==> config.mk <==
export PLATFORM = sky130hd
export DESIGN_NAME = rr_arbiter8
export DESIGN_NICKNAME = d
export VERILOG_FILES = /design/src/rtl/arb_pkg.sv /design/src/rtl/rr_pick.sv /design/src/rtl/rr_arbiter8.sv
export SDC_FILE = /design/constraint.sdc
export NUM_CORES = 1
export LEC_CHECK = 0
export ABC_AREA = 1
export BUFFER_PORTS_ARGS = -buffer_cell sky130_fd_sc_hd__buf_2
export CAP_MARGIN = 30
export CORE_MARGIN = 2
export CORE_UTILIZATION = 30
export CTS_BUF_LIST = sky130_fd_sc_hd__clkbuf_8
export DETAILED_ROUTE_END_ITERATION = 10
export PLACE_DENSITY = 0.6
export SYNTH_ARGS = -nofsm -noshare
export SYNTH_HDL_FRONTEND = slang
export SYNTH_SLANG_ARGS = --single-unit
==> constraint.sdc <==
create_clock -name clk -period 1.72 [get_ports clk]
set_input_delay 0.344 -clock clk [delete_from_list [all_inputs] [get_ports clk]]
set_output_delay 0.344 -clock clk [all_outputs]
set_load 0.01 [all_outputs]
==> src/rtl/arb_pkg.sv <==
// Shared definitions for the rr_arbiter8 round-robin arbiter.
package arb_pkg;

    // Widest requester vector the downstream 8:3 grant encoder accepts.
    localparam int unsigned ARB_N_MAX = 8;

    typedef enum logic {
        ARB_IDLE,
        ARB_GRANT
    } arb_state_t;

    // Priority pointer after a win: the slot just past the winner, wrapping modulo n.
    function automatic int unsigned rr_next_ptr(input int unsigned winner, input int unsigned n);
        return (winner + 1) % n;
    endfunction

endpackage

==> src/rtl/rr_pick.sv <==
// Combinational rotating-priority picker. Returns a one-hot vector selecting the first
// set request at or after ptr (wrapping), or all-zero when nothing is requested.
module rr_pick #(
    parameter int unsigned N = 8
) (
    input  logic [N-1:0]         req,
    input  logic [$clog2(N)-1:0] ptr,
    output logic [N-1:0]         pick
);

    logic [N-1:0]   w_mask;
    logic [2*N-1:0] w_dbl;
    logic [2*N-1:0] w_iso;

    // Lower half holds only requesters at or above ptr; upper half holds all of them, so
    // the lowest set bit of the double vector is the rotating-priority winner.
    always_comb begin
        w_mask = {N{1'b1}} << ptr;
        w_dbl  = {req, req & w_mask};
        w_iso  = w_dbl & (~w_dbl + (2*N)'(1));
        pick   = w_iso[N-1:0] | w_iso[2*N-1:N];
    end

endmodule

==> src/rtl/rr_arbiter8.sv <==
// Round-robin arbiter with registered one-hot grant, held until the owner drops its request.
// Optional forced release after MAX_HOLD cycles is enabled by defining ARB_TIMEOUT_EN.
module rr_arbiter8
    import arb_pkg::*;
#(
    parameter int unsigned N        = 8,
    parameter int unsigned MAX_HOLD = 16
) (
    input  logic         clk,
    input  logic         rst,
    input  logic [N-1:0] req,
    output logic [N-1:0] gnt,
    output logic         busy,
    output logic         timeout
);

    localparam int unsigned PtrW = $clog2(N);

    if (N < 2 || N > ARB_N_MAX || MAX_HOLD < 1) begin : g_bad_param
        $error("rr_arbiter8: N must be 2..8 and MAX_HOLD must be >= 1");
    end

    arb_state_t      r_state;
    arb_state_t      w_state_nxt;
    logic [N-1:0]    r_gnt;
    logic [N-1:0]    w_gnt_nxt;
    logic            r_busy;
    logic            w_busy_nxt;
    logic            r_timeout;
    logic            w_timeout_nxt;
    logic [PtrW-1:0] r_ptr;
    logic [PtrW-1:0] w_ptr_nxt;
    logic [N-1:0]    w_pick;
    logic            w_owner_req;
    int unsigned     w_win;

`ifdef ARB_TIMEOUT_EN
    localparam int unsigned CntW = $clog2(MAX_HOLD + 1);

    logic [CntW-1:0] r_cnt;
    logic [CntW-1:0] w_cnt_nxt;
`endif

    rr_pick #(
        .N (N)
    ) u_pick (
        .req  (req),
        .ptr  (r_ptr),
        .pick (w_pick)
    );

    // Index of the picked requester and whether the current owner still wants the grant.
    always_comb begin
        w_win = 0;
        for (int i = 0; i < int'(N); i++) begin
            if (w_pick[i]) begin
                w_win = i;
            end
        end
        w_owner_req = |(req & r_gnt);
    end

    // Next-state logic: arbitrate in IDLE, hold in GRANT until release (or forced timeout).
    always_comb begin
        w_state_nxt   = r_state;
        w_gnt_nxt     = r_gnt;
        w_busy_nxt    = r_busy;
        w_ptr_nxt     = r_ptr;
        w_timeout_nxt = 1'b0;
`ifdef ARB_TIMEOUT_EN
        w_cnt_nxt     = r_cnt;
`endif
        case (r_state)
            ARB_IDLE: begin
                w_gnt_nxt  = '0;
                w_busy_nxt = 1'b0;
                if (|req) begin
                    w_gnt_nxt   = w_pick;
                    w_busy_nxt  = 1'b1;
                    w_ptr_nxt   = PtrW'(rr_next_ptr(w_win, N));
                    w_state_nxt = ARB_GRANT;
`ifdef ARB_TIMEOUT_EN
                    w_cnt_nxt   = '0;
`endif
                end
            end
            ARB_GRANT: begin
                // A coinciding release wins over the timeout, so timeout stays low then.
                if (!w_owner_req) begin
                    w_gnt_nxt   = '0;
                    w_busy_nxt  = 1'b0;
                    w_state_nxt = ARB_IDLE;
                end
`ifdef ARB_TIMEOUT_EN
                else if (r_cnt == CntW'(MAX_HOLD - 1)) begin
                    w_gnt_nxt     = '0;
                    w_busy_nxt    = 1'b0;
                    w_timeout_nxt = 1'b1;
                    w_state_nxt   = ARB_IDLE;
                end else begin
                    w_cnt_nxt = r_cnt + CntW'(1);
                end
`endif
            end
            default: begin
                w_gnt_nxt   = '0;
                w_busy_nxt  = 1'b0;
                w_state_nxt = ARB_IDLE;
            end
        endcase
    end

    // State and output registers with synchronous reset.
    always_ff @(posedge clk) begin
        if (rst) begin
            r_state   <= ARB_IDLE;
            r_gnt     <= '0;
            r_busy    <= 1'b0;
            r_timeout <= 1'b0;
            r_ptr     <= '0;
        end else begin
            r_state   <= w_state_nxt;
            r_gnt     <= w_gnt_nxt;
            r_busy    <= w_busy_nxt;
            r_timeout <= w_timeout_nxt;
            r_ptr     <= w_ptr_nxt;
        end
    end

`ifdef ARB_TIMEOUT_EN
    // Hold counter: cycles spent in the current grant.
    always_ff @(posedge clk) begin
        if (rst) begin
            r_cnt <= '0;
        end else begin
            r_cnt <= w_cnt_nxt;
        end
    end
`endif

    assign gnt     = r_gnt;
    assign busy    = r_busy;
    assign timeout = r_timeout;

endmodule
## Word level (Yosys, flattened, before mapping)

Cells that the tools add are included.

| storage, ports and cells | value |
|---|---|
| input bits | 10 |
| logic and storage cells | 32 |
| bits in registers | 13 |
| output and inout bits | 10 |

| cells by class | value |
|---|---|
| shift-type cells | 1 |
| bitwise operators | 6 |
| $add $sub $neg | 2 |
| equality and inequality tests | 1 |
| reductions and logical operators | 3 |
| muxes and demuxes | 15 |

Operators with widths:

| kind | count |
|---|---|
| two-way mux 3 bit | 6 |
| adder 16 x 1 -> 16 bit, second input constant | 1 |
| AND 16 bit | 1 |
| AND 8 bit | 2 |
| two-way mux 8 bit | 2 |
| NOT 16 bit | 1 |
| case mux 8 bit (2 select lines) | 1 |
| OR reduction 8 bit | 2 |
| OR 8 bit | 1 |
| << shifter 8 x 3 -> 8 bit, first input constant | 1 |
| two-way mux 1 bit | 4 |
| case mux 1 bit (2 select lines) | 2 |
| adder 3 x 1 -> 3 bit, second input constant | 1 |
| inequality test 2 bit, second input constant | 1 |
| AND reduction 2 bit | 1 |
| NOT 1 bit | 1 |

## Depth between registers and ports, before layout

| depth | value |
|---|---|
| depth after elaboration | 14 |
| depth in mapped cells | 14 |
| depth with buffers taken out | 14 |

## Modules after synthesis

From an unflattened synthesis, not the netlist that was laid out.

| unflattened totals | value |
|---|---|
| cells, all modules | 169 |
| area, all modules | 1016.0 µm² |

Modules (own cells, without submodules):

| module | sequential area each (µm²) | times used | cells each | area an instance (µm²) |
|---|---|---|---|---|
| rr_arbiter8 | 260.2 | 1 | 102 | 688.2 |
| rr_pick | 0.0 | 1 | 67 | 327.8 |

## Worst setup path before layout

No wires, ideal clock.

| timing path | value |
|---|---|
| path kind | register to register |
| from | reg r_ptr[2] |
| to | reg r_ptr[1] |
| cell stages (with the launch flop) | 12 |
| arrival time | 1533 ps |
| path buffers | 0 |
| setup slack | 67 ps |
| cells stage by stage | dfxtp_1 inv_2 nand3_1 nand2_2 nor2_4 nand3_1 o21ai_2 nor2_1 nand3_2 ha_1 o21ai_0 a21oi_1 |

| on the way | value |
|---|---|
| longest elaborated chain between the ends | 14 |

Ends and longest elaborated chain:

| element | line | RTL |
|---|---|---|
| from (decl) | rr_arbiter8.sv:31 | `logic [PtrW-1:0] r_ptr;` |
| from (signal assigned) | rr_arbiter8.sv:126 | `r_ptr <= w_ptr_nxt;` |
| << shifter 8 x 3 -> 8 bit * | rr_pick.sv:18 | `w_mask = {N{1'b1}} << ptr;` |
| AND 8 bit * | rr_pick.sv:19 | `w_dbl = {req, req & w_mask};` |
| NOT 16 bit | rr_pick.sv:20 | `w_iso = w_dbl & (~w_dbl + (2*N)'(1));` |
| adder 16 x 1 -> 16 bit | rr_pick.sv:20 |  |
| AND 16 bit * | rr_pick.sv:20 |  |
| OR 8 bit * | rr_pick.sv:21 | `pick = w_iso[N-1:0] \| w_iso[2*N-1:N];` |
| two-way mux 1 bit | rr_arbiter8.sv:56 | `if (w_pick[i]) begin` |
| two-way mux 3 bit (5 in a row) | rr_arbiter8.sv:56 |  |
| two-way mux 3 bit * | rr_arbiter8.sv:56 |  |
| adder 3 x 1 -> 3 bit * | arb_pkg.sv:14 | `return (winner + 1) % n;` |

Mark *: on every way between the ends. The rest lies on a longest branch, timed or not.
A chain may end at the register's enable or synchronous reset.

## Worst setup path in the final report

| timing path | value |
|---|---|
| from | reg r_ptr[0] |
| to | reg r_ptr[2] |

Same word-level chain as after synthesis.

==> flow_metrics.py <==
metrics = {
    "cells_and_area": {
        "diodes": 0,
        "nFillCells": 271,
        "drive_gt1_share_pct": 52.8,
        "instances_no_fill": 226,
        "multi_input_area_um2": 676,
        "fin_util_pct": 53.3,
        "syn2layout_area_growth_pct": 68.1,
        "ff_latch_area_um2": 272,
        "final_nets": 207,
    },
    "yosys": {
        "yosys-top-cells-area": "dfxtp_1, nand2_1, nand3_1",
        "netlist.area_leader.share_pct": 29.5,
        "synth_warnings": 0,
        "syn-num-nets": 147,
        "ys_seq_area_share_pct": 29.5,
        "synthCells": 136,
        "synth-seq-cells": 13,
        "synth_edf_count": 0,
        "yosys.area.top_type": "dfxtp_1",
        "synth.most_common_cell": "nand2_1",
        "synth_async_sr_flop_share_pct": 0,
        "synth_ff_type": "dfxtp_1",
        "synth_cell_types": 25,
        "netlist_area_um2": 882,
        "synth_common_cells": "nand2_1, dfxtp_1, nand3_1",
        "avgSynthCellArea_um2": 6.49,
    },
    "clock_tree": {
        "cts_root_buf": "clkbuf_8",
        "cts_tree": "yes",
        "htree_levels": 1,
        "cts_made_buffers": 3,
        "clk_latency_ns": 0.24,
        "cts_hold_buffers": 0,
        "cts.sinks": 13,
        "path_clk_slew_ns": 0.06,
        "clk_path_buf_depth": 2,
    },
    "timing": {
        "hold_violations": 0,
        "finalSetupTns_ns": -0.0321,
        "final_max_slew_viol_count": 0,
        "finalCritPeriodShare_pct": 102,
        "rsz0062_at_grt": "true",
        "fin_skew_ns": 0.00187,
        "fmax_mhz": 572,
        "finalWorstSetupSlack_ns": -0.0272,
        "period_minus_slack_ns": 1.75,
        "hold-worst-slack_ns": 0.417,
        "setup_viol": 2,
    },
    "worst_setup_path": {
        "rr_worst_depth": 13,
        "ff2ff_setup_slack_ns": -0.03,
        "r2r_start": "r_ptr[0]",
        "critPathArrivalTime_ns": 1.89,
        "start_kind": "register",
        "slowest_stage": "dfxtp_4",
        "cp_num_buf_inv": 3,
        "r2r_end": "r_ptr[2]",
        "path_delay_family": "simple AND/OR/NAND/NOR gates",
        "cpPeakStageDelay_ns": 0.38,
        "crit_chain": "nor2_2 -> nand3_2 -> nand2_4 -> buf_4 -> buf_4 -> o22ai_4 -> nor2_1 -> nand2_1 -> ha_4 -> nand3_1 -> nand3_2 -> nand2_1 -> inv_1",
        "endpoint_kind": "register",
        "crit_type": "register to register",
        "critPathRequiredTime_ns": 1.86,
        "crit_fanout": 5,
    },
    "floorplan": {
        "initial_core_util_pct": 31.7,
        "io_pins": 20,
        "die_h_um": 58.2,
        "core_area_um2": 2780,
        "placement_rows": 19,
        "die_w_um": 58.2,
        "dieArea_um2": 3390,
    },
    "drt": {
        "drt-total-wl_mm": 3.10,
        "drc": 0,
        "vias_per_cell": 5.07,
        "post_drt_wl_per_cell_um": 13.7,
        "dr.pass1.iters": 4,
        "vias": 1146,
        "antenna_left": 0,
        "drt_iter0_drc": 36,
    },
    "placement": {
        "pre_cts_slack_ns": -0.147,
        "gp_congestion": 0.981,
        "dp_hpwl_mm": 2.10,
        "dp.cells": 212,
        "portBuffers": 18,
    },
    "status": {
        "violations": "setup timing",
        "status": "complete, but fails checks",
    },
    "grt": {
        "grt_max_degree": 12,
        "grt.total_usage_pct": 17.8,
        "grt_pass1_vias": 1055,
        "grt_antenna_before_repair": 0,
        "grt_pass1_wl_mm": 4.67,
        "grt-ovfl-total": 0,
    },
    "hold_path": {
        "worstHoldPathType": "input port to register",
        "holdPathEnd": "gnt[0]",
        "whs_path_depth": 2,
        "min_from": "rst",
    },
    "job": {
        "drv_cap": 0,
    },
    "power_and_ir_drop": {
        "peakVddDrop_v": 0.000531,
        "power_density_nw_per_um2": 878,
        "p_leak_nw": 0.712,
    },
}
[worst max path at each step]
stage / start / to / depth (start not counted)
after floorplan: r_ptr[2] / r_ptr[1] / 11
after global placement: req[5] / r_ptr[1] / 10
after detailed placement: r_ptr[1] / r_ptr[1] / 11
after CTS: r_ptr[2] / r_ptr[2] / 14
after global routing: r_ptr[1] / r_ptr[2] / 14
final: r_ptr[0] / r_ptr[2] / 13
[where the power goes]
part           leakage, nW  switching [mW]  total (mW)  internal [mW]
registers            0.108          0.0542       0.395          0.341
clock network       0.0269           0.107       0.265          0.157
logic                0.577           0.322       0.641          0.319
[metrics by stage]
step,cell area [um2],total power [mW]
finish,1480,1.30
global route,1480,1.38
global placement,1210,0.786
detailed placement,1210,0.789
floorplan,882,0.594
CTS,1350,1.16
[state kept, by name (all words and copies together) (netlist names)]
name and cells:
gnt 8, r_ptr 3, busy 1, r_state 1
[metal layers]
metal | global-route usage (%) | wire length, um | vias to the layer above
met3 | 2.90 | 150 | 10
met1 | 24.2 | 1400 | 520
li1 | - | - | 568
met4 | 7.64 | 74 | 0
met2 | 27.9 | 1470 | 48
met5 | 0 | 0 | -
[area by class of cell]
type | count | share of cell area [%]
multi-input combinational | 106 | 45.6
timing repair buffer | 57 | 26.1
sequential | 13 | 18.3
inverter | 15 | 4.39
clock buffer | 3 | 2.78
tap | 31 | 2.62
clock inverter | 1 | 0.253
[layout by cell type, fill, tap and decap left out, drive strengths merged]
cell     n
conb     1
clkbuf   3
o21a     1
ha       1
clkinv   1
nand3   16
o22ai    1
nor3     2
a221oi   2
dfxtp   13
inv     15
buf     57
nor2    14
o21ai    8
nand2   40
a21oi   14
nand4    5
a21boi   1
[repair_timing]
item | in CTS | in global routing
setup endpoints to repair | 2 | 4
pin swaps | 13 | 15
buffers inserted | 6 | 4
gates resized for setup | 17 | 26
[cells by family (layout without fill, tap and decap cells)]
logic type | after synthesis | in the layout | synth area share, %
adders and majority gates | 1 | 1 | 1.42
and+or+nand+nor | 77 | 77 | 41.3
other | 1 | 1 | 0.425
buffers and inverters | 17 | 76 | 8.37
DFF | 13 | 13 | 29.5
AOI/OAI and AO/OA | 27 | 27 | 19.0
Power figures use the tool's default switching activity.
